<file path="src/rtl/alu_issue_if.sv">
// Issue-stage bus: upstream instruction/operand request and downstream ALU issue response.
// ALU_ISSUE_PERF_CNT_EN adds the issue/stall counter outputs.
interface alu_issue_if;
  logic        in_valid;
  logic        in_ready;
  logic [31:0] instr;
  logic [31:0] pc;
  logic [31:0] rs1_data;
  logic [31:0] rs2_data;
  logic        out_valid;
  logic        out_ready;
  logic [31:0] op1;
  logic [31:0] op2;
  logic [3:0]  alu_sel;
  logic [4:0]  rd;
  logic        wb_en;
  logic        illegal;
`ifdef ALU_ISSUE_PERF_CNT_EN
  logic [31:0] issue_cnt;
  logic [31:0] stall_cnt;
`endif

  modport master (
    output in_valid, instr, pc, rs1_data, rs2_data, out_ready,
    input  in_ready, out_valid, op1, op2, alu_sel, rd, wb_en, illegal
`ifdef ALU_ISSUE_PERF_CNT_EN
    , input issue_cnt, stall_cnt
`endif
  );

  modport slave (
    input  in_valid, instr, pc, rs1_data, rs2_data, out_ready,
    output in_ready, out_valid, op1, op2, alu_sel, rd, wb_en, illegal
`ifdef ALU_ISSUE_PERF_CNT_EN
    , output issue_cnt, stall_cnt
`endif
  );
endinterface

</file>
<file path="src/rtl/alu_issue_stage.sv">
// RV32I ALU issue stage: decodes R/OP-IMM/LUI/AUIPC into op1/op2/alu_sel behind a 2-entry skid buffer.
// Optional ALU_ISSUE_PERF_CNT_EN adds issue_cnt/stall_cnt counters.
module alu_issue_stage #(
  parameter int XLEN = 32
) (
  input  logic       clk,
  input  logic       rst_n,
  alu_issue_if.slave bus
);
  localparam logic [6:0] OPC_R     = 7'b0110011;
  localparam logic [6:0] OPC_IMM   = 7'b0010011;
  localparam logic [6:0] OPC_LUI   = 7'b0110111;
  localparam logic [6:0] OPC_AUIPC = 7'b0010111;

  localparam logic [3:0] SEL_ADD = 4'd0, SEL_SUB = 4'd1, SEL_PASS = 4'd2, SEL_SLL = 4'd3,
                         SEL_SRL = 4'd4, SEL_SRA = 4'd5, SEL_XOR  = 4'd6, SEL_OR  = 4'd7,
                         SEL_AND = 4'd8, SEL_SLT = 4'd9;

  typedef struct packed {
    logic [XLEN-1:0] op1;
    logic [XLEN-1:0] op2;
    logic [3:0]      sel;
    logic [4:0]      rd;
    logic            wb_en;
    logic            illegal;
  } iss_t;

  logic [6:0] opc, f7;
  logic [2:0] f3;
  assign opc = bus.instr[6:0];
  assign f3  = bus.instr[14:12];
  assign f7  = bus.instr[31:25];

  iss_t            dec;
  logic            lgl;
  logic [3:0]      sel;
  logic [XLEN-1:0] a, b;

  always_comb begin
    lgl = 1'b0;
    sel = SEL_ADD;
    a   = bus.rs1_data;
    b   = bus.rs2_data;
    case (opc)
      OPC_R: begin
        case (f3)
          3'b000: begin lgl = (f7 == 7'h00) || (f7 == 7'h20); sel = f7[5] ? SEL_SUB : SEL_ADD; end
          3'b001: begin lgl = (f7 == 7'h00); sel = SEL_SLL; b = {27'b0, bus.rs2_data[4:0]}; end
          3'b010: begin lgl = (f7 == 7'h00); sel = SEL_SLT; end
          3'b100: begin lgl = (f7 == 7'h00); sel = SEL_XOR; end
          3'b101: begin
            lgl = (f7 == 7'h00) || (f7 == 7'h20);
            sel = f7[5] ? SEL_SRA : SEL_SRL;
            b   = {27'b0, bus.rs2_data[4:0]};
          end
          3'b110: begin lgl = (f7 == 7'h00); sel = SEL_OR;  end
          3'b111: begin lgl = (f7 == 7'h00); sel = SEL_AND; end
          default: lgl = 1'b0; // sltu
        endcase
      end
      OPC_IMM: begin
        b = {{20{bus.instr[31]}}, bus.instr[31:20]};
        case (f3)
          3'b000: begin lgl = 1'b1; sel = SEL_ADD; end
          3'b010: begin lgl = 1'b1; sel = SEL_SLT; end
          3'b100: begin lgl = 1'b1; sel = SEL_XOR; end
          3'b110: begin lgl = 1'b1; sel = SEL_OR;  end
          3'b111: begin lgl = 1'b1; sel = SEL_AND; end
          3'b001: begin lgl = (f7 == 7'h00); sel = SEL_SLL; b = {27'b0, bus.instr[24:20]}; end
          3'b101: begin
            lgl = (f7 == 7'h00) || (f7 == 7'h20);
            sel = f7[5] ? SEL_SRA : SEL_SRL;
            b   = {27'b0, bus.instr[24:20]};
          end
          default: lgl = 1'b0; // sltiu
        endcase
      end
      OPC_LUI: begin
        lgl = 1'b1; sel = SEL_PASS; a = '0; b = {bus.instr[31:12], 12'b0};
      end
      OPC_AUIPC: begin
        lgl = 1'b1; sel = SEL_ADD; a = bus.pc; b = {bus.instr[31:12], 12'b0};
      end
      default: lgl = 1'b0;
    endcase

    dec.op1     = lgl ? a : '0;
    dec.op2     = lgl ? b : '0;
    dec.sel     = lgl ? sel : SEL_ADD;
    dec.rd      = bus.instr[11:7];
    dec.wb_en   = lgl && (bus.instr[11:7] != 5'd0);
    dec.illegal = !lgl;
  end

  iss_t main_q, main_d, skid_q, skid_d;
  logic main_vld_q, main_vld_d, skid_vld_q, skid_vld_d, in_rdy_q;
  logic in_fire, out_fire;

  assign in_fire  = bus.in_valid && in_rdy_q;
  assign out_fire = main_vld_q && bus.out_ready;

  // in_ready is low only while skid is full, so skid full never coincides with in_fire.
  always_comb begin
    main_d     = main_q;
    main_vld_d = main_vld_q;
    skid_d     = skid_q;
    skid_vld_d = skid_vld_q;
    if (skid_vld_q) begin
      if (out_fire) begin
        main_d     = skid_q;
        skid_vld_d = 1'b0;
      end
    end else if (!main_vld_q || out_fire) begin
      main_vld_d = in_fire;
      if (in_fire) main_d = dec;
    end else if (in_fire) begin
      skid_d     = dec;
      skid_vld_d = 1'b1;
    end
  end

  always_ff @(posedge clk) begin
    if (!rst_n) begin
      main_q     <= '0;
      skid_q     <= '0;
      main_vld_q <= 1'b0;
      skid_vld_q <= 1'b0;
      in_rdy_q   <= 1'b1;
    end else begin
      main_q     <= main_d;
      skid_q     <= skid_d;
      main_vld_q <= main_vld_d;
      skid_vld_q <= skid_vld_d;
      in_rdy_q   <= !skid_vld_d;
    end
  end

  assign bus.in_ready  = in_rdy_q;
  assign bus.out_valid = main_vld_q;
  assign bus.op1       = main_q.op1;
  assign bus.op2       = main_q.op2;
  assign bus.alu_sel   = main_q.sel;
  assign bus.rd        = main_q.rd;
  assign bus.wb_en     = main_q.wb_en;
  assign bus.illegal   = main_q.illegal;

`ifdef ALU_ISSUE_PERF_CNT_EN
  logic [31:0] issue_cnt_q, stall_cnt_q;

  always_ff @(posedge clk) begin
    if (!rst_n) begin
      issue_cnt_q <= '0;
      stall_cnt_q <= '0;
    end else begin
      if (out_fire)                       issue_cnt_q <= issue_cnt_q + 32'd1;
      if (main_vld_q && !bus.out_ready)   stall_cnt_q <= stall_cnt_q + 32'd1;
    end
  end

  assign bus.issue_cnt = issue_cnt_q;
  assign bus.stall_cnt = stall_cnt_q;
`endif
endmodule

</file>
<file path="src/flat_wrapper.sv">
// flat-port wrapper written by rule: the top's interface ports become plain ports
module alu_issue_stage_flat 
#(
  parameter int XLEN = 32
)
  (clk, rst_n, bus_in_valid, bus_instr, bus_pc, bus_rs1_data, bus_rs2_data, bus_out_ready, bus_in_ready, bus_out_valid, bus_op1, bus_op2, bus_alu_sel, bus_rd, bus_wb_en, bus_illegal);
  alu_issue_if bus_i ();
  input  logic clk;
  input  logic rst_n;
  input wire logic [$bits(bus_i.in_valid)-1:0] bus_in_valid;
  input wire logic [$bits(bus_i.instr)-1:0] bus_instr;
  input wire logic [$bits(bus_i.pc)-1:0] bus_pc;
  input wire logic [$bits(bus_i.rs1_data)-1:0] bus_rs1_data;
  input wire logic [$bits(bus_i.rs2_data)-1:0] bus_rs2_data;
  input wire logic [$bits(bus_i.out_ready)-1:0] bus_out_ready;
  output wire logic [$bits(bus_i.in_ready)-1:0] bus_in_ready;
  output wire logic [$bits(bus_i.out_valid)-1:0] bus_out_valid;
  output wire logic [$bits(bus_i.op1)-1:0] bus_op1;
  output wire logic [$bits(bus_i.op2)-1:0] bus_op2;
  output wire logic [$bits(bus_i.alu_sel)-1:0] bus_alu_sel;
  output wire logic [$bits(bus_i.rd)-1:0] bus_rd;
  output wire logic [$bits(bus_i.wb_en)-1:0] bus_wb_en;
  output wire logic [$bits(bus_i.illegal)-1:0] bus_illegal;
  assign bus_i.in_valid = bus_in_valid;
  assign bus_i.instr = bus_instr;
  assign bus_i.pc = bus_pc;
  assign bus_i.rs1_data = bus_rs1_data;
  assign bus_i.rs2_data = bus_rs2_data;
  assign bus_i.out_ready = bus_out_ready;
  assign bus_in_ready = bus_i.in_ready;
  assign bus_out_valid = bus_i.out_valid;
  assign bus_op1 = bus_i.op1;
  assign bus_op2 = bus_i.op2;
  assign bus_alu_sel = bus_i.alu_sel;
  assign bus_rd = bus_i.rd;
  assign bus_wb_en = bus_i.wb_en;
  assign bus_illegal = bus_i.illegal;
  alu_issue_stage #(.XLEN(XLEN)) u_core (.clk(clk), .rst_n(rst_n), .bus(bus_i));
endmodule
</file>
<file path="config.mk">
export PLATFORM = sky130hd
export DESIGN_NAME = alu_issue_stage_flat
export DESIGN_NICKNAME = d
export VERILOG_FILES = /design/src/rtl/alu_issue_if.sv /design/src/rtl/alu_issue_stage.sv /design/src/flat_wrapper.sv
export SDC_FILE = /design/constraint.sdc
export NUM_CORES = 1
export LEC_CHECK = 0
export BUFFER_PORTS_ARGS = -buffer_cell sky130_fd_sc_hd__buf_4
export CAP_MARGIN = 5
export CORE_ASPECT_RATIO = 2
export CORE_MARGIN = 2
export CORE_UTILIZATION = 45
export CTS_BUF_LIST = sky130_fd_sc_hd__clkbuf_16
export CTS_CLUSTER_SIZE = 25
export DETAILED_ROUTE_END_ITERATION = 16
export PLACE_DENSITY_LB_ADDON = 0.05
export SYNTH_ARGS = -nofsm -noshare
export SYNTH_HDL_FRONTEND = slang
export SYNTH_SLANG_ARGS = --single-unit
</file>
<file path="constraint.sdc">
create_clock -name clk -period 3.6 [get_ports clk]
set_input_delay 0.72 -clock clk [delete_from_list [all_inputs] [get_ports clk]]
set_output_delay 0.72 -clock clk [all_outputs]
set_load 0.1 [all_outputs]
</file>
After elaboration in Yosys (flattened, before gate mapping)
Cells that the tools add are included.
{"block": "classes", "eq_ne": 12, "n_bitwise": 2, "muxes": 23, "n_reduce_logical": 21}
{"op": "75-bit two-way mux", "n": 4}
{"op": "32-bit two-way mux", "n": 4}
{"op": "32-bit case mux with 3 select lines", "n": 1}
{"op": "32-bit case mux with 2 select lines", "n": 1}
{"op": "4-bit case mux with 7 select lines", "n": 1}
{"op": "4-bit case mux with 6 select lines", "n": 1}
{"op": "7-bit by 6-bit equality test with 1-bit output, second input constant", "n": 3}
{"op": "7-bit by 5-bit equality test with 1-bit output, second input constant", "n": 2}
{"op": "3-bit equality test, second input constant", "n": 4}
{"op": "4-bit case mux with 3 select lines", "n": 1}
{"op": "5-bit OR reduction", "n": 2}
{"op": "7-bit logical NOT", "n": 1}
{"op": "1-bit two-way mux", "n": 6}
{"op": "1-bit case mux with 3 select lines", "n": 2}
{"op": "3-bit AND reduction", "n": 2}
{"op": "2-bit OR reduction", "n": 3}
{"op": "5-bit nonzero test", "n": 1}
{"op": "4-bit two-way mux", "n": 1}
{"op": "2-bit nonzero test", "n": 2}
{"op": "3-bit by 1-bit equality test with 1-bit output, second input constant", "n": 1}
{"op": "3-bit by 2-bit equality test with 1-bit output, second input constant", "n": 1}
{"op": "1-bit logical AND", "n": 3}
{"op": "1-bit logical NOT", "n": 3}
{"op": "3-bit logical NOT", "n": 1}
{"op": "5 further kinds", "n": 7}
{"block": "totals", "reg_bits": 153, "in_bits": 132}

Logic depth before layout (Yosys ltp)
Gate-level depths: netlist of the first run.
{"block": "depth", "depth_word": 8, "ltp_mapped": 8, "ltp_nobuf": 5}

Least setup slack after synthesis of the first run
No wires, ideal clock.
{"block": "synth_timing", "kind": "register -> register", "start": "register u_core.in_rdy_q (netlist: u_core.bus.in_ready)", "end": "register u_core.main_q, in the netlist u_core.bus.alu_sel[0]", "path_stages_with_launch": 8, "synth_period_minus_slack_ns": 2.363, "setup_slack_ns": 1.237, "t_required_ns": 3.462, "arrival_ns": 2.225, "cell_sequence": "dfxtp_1 nand3b_1 a21oi_1 clkbuf_1 clkbuf_1 nand3b_1 o211ai_1 a21oi_1"}
{"block": "synth_between", "elab_chain_cells": 3}
{"element": "start: declaration", "line": "alu_issue_stage.sv:96", "rtl": "logic main_vld_q, main_vld_d, skid_vld_q, skid_vld_d, in_rdy_q;"}
{"element": "start signal: assignment", "line": "alu_issue_stage.sv:134", "rtl": "in_rdy_q <= !skid_vld_d;"}
{"element": "1-bit logical AND", "line": "alu_issue_stage.sv:99", "rtl": "assign in_fire = bus.in_valid && in_rdy_q;"}
{"element": "2-bit nonzero test (no source line)"}
{"element": "3-bit AND reduction (no source line)"}
{"element": "end signal: assignment", "line": "alu_issue_stage.sv:130", "rtl": "main_q <= main_d;"}
{"element": "end: declaration", "line": "alu_issue_stage.sv:95", "rtl": "iss_t main_q, main_d, skid_q, skid_d;"}
Every way passes these cells.
A chain may end at the register's enable or synchronous reset.

Final worst setup path of the first run
{"block": "layout_timing", "start": "input bus_instr[3]", "end": "register u_core.main_q, in the netlist u_core.bus.op2[14]"}
{"block": "layout_between", "elab_chain_cells": 7}
{"element": "start: declaration", "line": "flat_wrapper.sv:11", "rtl": "input wire logic [$bits(bus_i.instr)-1:0] bus_instr;"}
{"element": "7-bit by 6-bit equality test with 1-bit output or 7-bit by 5-bit equality test with 1-bit output (tied branches)", "line": "alu_issue_stage.sv:44", "rtl": "case (opc)"}
{"element": "2-bit OR reduction (no source line)"}
{"element": "32-bit case mux with 3 select lines or 1-bit case mux with 3 select lines (tied branches)", "line": "alu_issue_stage.sv:44"}
{"element": "32-bit two-way mux (*)", "line": "alu_issue_stage.sv:88", "rtl": "dec.op2 = lgl ? b : '0;"}
{"element": "75-bit two-way mux (*)", "line": "alu_issue_stage.sv:115", "rtl": "if (in_fire) main_d = dec;"}
{"element": "75-bit two-way mux (*)", "line": "alu_issue_stage.sv:113", "rtl": "end else if (!main_vld_q || out_fire) begin"}
{"element": "75-bit two-way mux (*)", "line": "alu_issue_stage.sv:108", "rtl": "if (skid_vld_q) begin"}
Every way passes the cells marked *; elsewhere a longest branch is shown, timed or not. The select of a mux whose other input is x is not followed.

==> out/qor.yml, run 1 <==
status: "finished, final reports clean"
final_net_count: 1171
setup_viol: 0
drive_above_1_share: 0.288
synth_edf_count: 0
placementRows: 65
hold_depth: 2
p_comb_frac: 0.253
ys_warn_count: 0
period_minus_slack_ns: 2.45
seq_power_share: 0.362
setup-tns-final_ns: 0
die_h_um: 184
crit_fanout: 29
initial_core_util: 0.461
p_int_mw: 3.33
fmax_ghz: 0.407
max_stage_delay_ns: 0.94
hold_path_class: "flop to flop"
async_reset_ff_frac: 0
dp_hpwl_um: 16300
r2r-start: "u_core.skid_vld_q$_SDFF_PN0_"
synth_xor_area_frac: 0
synth_compound_area_frac: 0.327
grt_start_max_net_pins: 56
overflow: 0
switching_power_mw: 1.74
worst-path-stages: 6
slew_viol_final: 0
synth_adder_area_share: 0
vias: 7384
seq_area_frac_synth: 0.422
hold_viol_final: 0
grt_pass1_wl_um: 37700
synth.area.top_cells: "dfxtp_1 (42%), a21oi_1 (8.7%), o21ai_0 (4.2%), a22o_1 (4.1%), o211ai_1 (3.7%)"
placed_cell_area_um2: 8930
path_clk_slew_ns: 0.07
syn_inst: 879
htree_levels: 4
tritoncts: "done"
finalClockSkew_ns: 0.00948
track_usage: 0.277
power_density_nw_per_um2: 529
netlist_area_um2: 7270
cts.path.max_buffers: 2
tightest_slew_ns: 1.04
hold_buffers: 0
ios: 209
drt_iter0_drc: 395
numPortBuffers: 208
wl_per_cell_um: 19.4
r2r_cells: 6
r2r_slack_ns: 1.27
drc: 0
required_ns: 3.93
path_class: "input pin to flop"
grt_pass1_vias: 7000
rsz0062_at_grt: "false"
max-cap-violations: 0
path_delay_family: "simple AND/OR/NAND/NOR gates"
final_cell_area_um2: 9570
synth_top_area_share: 0.422
die_area_um2: 17200
clock-root-buffer: "clkbuf_16"
syn_nets: 1011
diodes: 0
ant_nets: 0
clk_latency_ns: 0.42
crit_path_top_delay_cell: "and4_1"
clock_power_share: 0.384
setup.worst_path.end: "u_core.bus.op2[14]$_SDFFE_PN0P_"
leakagePower_nw: 3.87
synth.avg_cell_area_um2: 8.27
synth_largest_area_cell: "dfxtp_1"
post_cts.repair.setup_buffers: 0
p_total_mw: 5.07
numCtsBuffers: 17
core_area_um2: 15800
crit_path_end_kind: "flop"
crit_chain: "buf_4 > nand3b_1 > nor2_4 > and4_1 > a221oi_1 > o31ai_1"
path_buf_inv: 1
place.gp.congestion: 0.867
synth_cell_types: 61
vias_per_cell: 5.89
grt_antenna_before_repair: 0
period_share: 0.682
die_w_um: 93.9
swShare: 0.343
clkSinkCount: 153
synthMuxAreaShare: 0.0162
ys_ff_latch: 153
worstSetupStartpointType: "input pin"
whs_ns: 0.445
synth_top_family_by_area: "compound AO/OA/AOI/OAI gates"
ctsResizeCount: 0
crit_arrival_ns: 2.78
firstDrtPassIters: 5
yosys.area_share.simple: 0.177
routed_wirelength_um: 24300
slew_headroom: 0.310
synthFlopType: "dfxtp_1"
r2r_end: "u_core.bus.op2[14]$_SDFFE_PN0P_"
crit_start: "bus_instr[3]"
ir_drop_mv: 0.316
area_growth_syn_to_layout_pct: 31.7
-- per-stage QoR --
stage	std cells	setup WS, ns	util
floorplan	879	1.24	-
global placement	1221	0.775	0.566
finish	1253	1.15	0.607
detailed placement	1221	0.712	0.566
CTS	1253	1.17	0.607
global route	1253	0.977	0.607
-- placed cells by master, fill, tap and decap left out, drive strengths merged, types with 7 or more instances in the layout --
cell type	Yosys	routed
a211oi	7	7
a21boi	18	18
a21oi	126	126
a221oi	8	8
a22o	34	34
a31o	18	18
and2	17	17
and3	20	20
buf	26	230
clkbuf	63	18
dfxtp	153	153
inv	5	9
nand2	68	68
nand3	29	29
nand3b	12	12
nand4	14	14
nor2	54	54
o211ai	36	36
o21ai	98	98
o31ai	10	10
or3	10	10
-- kinds of logic (layout without fill, tap and decap cells) --
kind of cell    after synthesis  after routing
compound gates              374            374
buf+inv                      95            268
simple gates                246            246
mux                          11             11
flops                       153            153
-- cells in the mapped netlist, types with 2 or more instances --
master	number
a21o_1	2
buf_4	5
nand4b_1	2
a211oi_1	7
nand4_1	13
a22o_1	34
a32oi_1	2
o32ai_1	2
o21ai_1	37
o21a_1	2
mux2_2	6
dfxtp_1	153
clkbuf_1	62
and3b_1	2
o21ai_0	61
nand2_1	68
buf_6	4
nand3b_1	12
o22ai_1	2
nand3_1	28
a31o_2	17
a21boi_0	17
buf_1	2
and2b_1	2
or3_1	10
nor3_2	2
nor2b_1	6
o31ai_1	10
nor2_1	53
and2_1	17
a221oi_1	8
o211ai_1	36
inv_1	5
and3_1	20
mux2i_1	5
a21oi_1	126
buf_2	15
-- tightest hold or removal path: stages (launching register included) --
cell	delay [ns]
dfxtp_1	0.31
nand2_1	0.05
o21ai_1	0.05
-- layout make-up --
type | count | area, µm²
fill | 1532 | 6210
multi-input combinational | 631 | 3820
sequential | 153 | 3070
timing repair buffer | 230 | 1760
clock buffer | 18 | 450
tap | 201 | 251
clock inverter | 14 | 193
inverter | 6 | 22.5
-- registers in the layout, summed over array words and instances (netlist names) --
signal / cells
u_core.bus.rd: 5
u_core.skid_q: 75
u_core.bus.op1: 32
u_core.bus.illegal: 1
u_core.bus.alu_sel: 4
u_core.bus.in_ready: 1
u_core.bus.op2: 32
u_core.skid_vld_q: 1
u_core.bus.out_valid: 1
u_core.bus.wb_en: 1
-- per-layer routing --
layer	track usage	routed length (µm)	share of wire	up-vias
met5	0	0	0	-
met1	0.343	9660	0.40	3506
li1	-	-	-	3562
met4	0.0893	516	0.021	0
met2	0.480	12600	0.52	278
met3	0.0525	1490	0.061	38
-- worst min path at each step --
| stage | start | endpoint | slack, ns |
|---|---|---|---|
| after floorplan | u_core.skid_q[11]$_SDFFE_PN0P_ | u_core.skid_q[11]$_SDFFE_PN0P_ | 0.42 |
| after global placement | u_core.skid_q[11]$_SDFFE_PN0P_ | u_core.skid_q[11]$_SDFFE_PN0P_ | 0.43 |
| after detailed placement | u_core.skid_q[12]$_SDFFE_PN0P_ | u_core.skid_q[12]$_SDFFE_PN0P_ | 0.44 |
| after CTS | u_core.skid_q[12]$_SDFFE_PN0P_ | u_core.skid_q[12]$_SDFFE_PN0P_ | 0.45 |
| after global routing | u_core.skid_q[45]$_SDFFE_PN0P_ | u_core.skid_q[45]$_SDFFE_PN0P_ | 0.46 |
| final | u_core.skid_q[15]$_SDFFE_PN0P_ | u_core.skid_q[15]$_SDFFE_PN0P_ | 0.45 |
-- power by group through the flow --
stage | registers [mW] | clock network (mW) | logic [mW]
finish | 1.84 | 1.95 | 1.28
global route | 1.85 | 2.04 | 1.35
CTS | 1.84 | 1.98 | 1.29
detailed placement | 1.87 | 0 | 1.28
global placement | 1.87 | 0 | 1.28
floorplan | 2.42 | 0 | 0.351
Note: power is estimated with default switching activity, not from simulation.
==> inputs of run 2 (changes only) <==
Clock period 3.6 ns to 2.1 ns, I/O delays scaled along.
==> out/qor.yml, run 2 (synthesis results as in run 1) <==
routed_wirelength_um: 24100
holdPathEnd: "u_core.skid_q[5]$_SDFFE_PN0P_"
hold_depth: 3
dp.cells: 1256
grt_start_max_net_pins: 73
final_net_count: 1206
drt_iter0_drc: 393
hold_buffers: 0
clk_latency_ns: 0.42
area_growth_syn_to_layout_pct: 37.2
max-cap-violations: 0
crit_path_top_delay_cell: "or4_4"
drc: 0
path_class: "input pin to flop"
slew_headroom: 0.649
final_cell_area_um2: 9970
required_ns: 2.46
overflow: 0
hold_start: "bus_instr[10]"
status: "finished, final reports clean"
ir_drop_mv: 0.655
place.gp.congestion: 0.880
initial_core_util: 0.461
layout_common_cells: "buf_4 (248), dfxtp_1 (150), a21oi_1 (125)"
dp_slack_ns: -0.0993
r2r_cells: 5
crit_fanout: 18
period_minus_slack_ns: 1.78
hold_path_class: "input pin to flop"
crit_path_end_kind: "flop"
ios: 209
track_usage: 0.276
finalClockSkew_ns: 0.00917
grt_pass1_wl_um: 37600
tightest_slew_ns: 0.526
wl_per_cell_um: 18.7
crit_start: "bus_instr[28]"
rsz0062_at_grt: "false"
die_w_um: 93.9
placementRows: 65
path_clk_slew_ns: 0.06
ctsResizeCount: 0
crit_chain: "buf_4 > or4_4 > nor3_2 > a311o_2 > nor3b_2 > buf_12 > a22o_1"
tritoncts: "done"
numCtsBuffers: 17
r2r_end: "u_core.bus.illegal$_SDFFE_PN0P_"
leakagePower_nw: 4.08
core_area_um2: 15800
grt_pass1_vias: 7273
r2r-start: "u_core.skid_vld_q$_SDFF_PN0_"
setup_viol: 0
setup_ws_ns: 0.319
path_delay_family: "simple AND/OR/NAND/NOR gates"
die_h_um: 184
htree_levels: 4
numPortBuffers: 208
final_common_cell: "buf_4"
hold_viol_final: 0
drive_above_1_share: 0.311
placed_cell_area_um2: 9370
power_density_nw_per_um2: 860
layout.cells.non_filler: 1287
die_area_um2: 17200
largest_register: "u_core.skid_q"
period_share: 0.848
firstDrtPassIters: 4
crit_arrival_ns: 2.14
ant_nets: 0
slew_viol_final: 0
vias_per_cell: 5.79
r2r_slack_ns: 0.41
dp_hpwl_um: 16600
clock-root-buffer: "clkbuf_16"
vias: 7457
diodes: 0
clkSinkCount: 153
path_buf_inv: 2
grt_antenna_before_repair: 0
cts.path.max_buffers: 2
worstSetupStartpointType: "input pin"
max_stage_delay_ns: 0.57
post_cts.repair.setup_buffers: 0
fmax_ghz: 0.561
largest_reg_flops: 75
==> run 2: changes by cell type in the layout (fill, tap and decap cells not counted), moves of 2 or more <==
cell | previous run | this run
buf_4 | 227 | 248
buf_12 | 3 | 17
clkinv_2 | 2 | 0
dfxtp_1 | 152 | 150
dfxtp_2 | 0 | 2
==> run 2: worst reg2reg max path, cell delays in order, from the launching register on <==
cell       delay, ns
dfxtp_4         0.36
nand3b_1        0.26
a21o_2          0.38
buf_12          0.23
a2111oi_4       0.28
a31o_1          0.14
==> run 2: final cells by class <==
cell class                 instances  area, µm²
timing repair buffer             265       2200
fill                            1455       5810
sequential                       153       3070
inverter                           6       22.5
clock inverter                    14        174
tap                              201        251
multi-input combinational        631       3820
clock buffer                      17        425
==> run 2: layer usage <==
metal  GRT usage  part of all wire
met4       0.103             0.029
met1       0.323              0.40
met3      0.0500             0.051
met5           0                 0
met2       0.492              0.52
==> run 2: how the worst max path moves through the flow <==
stage | end | cells past startpoint | slack [ns]
2_1_floorplan | u_core.bus.alu_sel[0]$_SDFFE_PN0P_ | 7 | 0.1
3_3_place_gp | u_core.skid_q[22]$_SDFFE_PN0P_ | 8 | -0.03
3_5_place_dp | u_core.skid_q[66]$_SDFFE_PN0P_ | 7 | -0.1
4_1_cts | u_core.skid_q[71]$_SDFFE_PN0P_ | 7 | 0.32
5_1_grt | u_core.bus.op2[11]$_SDFFE_PN0P_ | 8 | 0.23
6_report | u_core.skid_q[63]$_SDFFE_PN0P_ | 7 | 0.32
==> run 2: power by group <==
part / total [mW] / internal [mW] / switching (mW)
clock network: 3.16 / 1.88 / 1.29
registers: 3.13 / 3.05 / 0.0858
logic: 2.28 / 0.656 / 1.63
total: 8.58 / 5.58 / 3.00
==> run 2: through the flow <==
| stage | TNS [ns] | hold slack (ns) | utilization | power [mW] |
|---|---|---|---|---|
| 2_1_floorplan | 0 | 0.416 | - | 4.75 |
| 3_3_place_gp | -0.889 | 0.428 | 0.594 | 5.47 |
| 3_5_place_dp | -4.76 | 0.436 | 0.594 | 5.48 |
| 4_1_cts | 0 | 0.242 | 0.632 | 8.62 |
| 5_1_grt | 0 | 0.253 | 0.632 | 8.87 |
| 6_report | 0 | 0.254 | 0.632 | 8.58 |
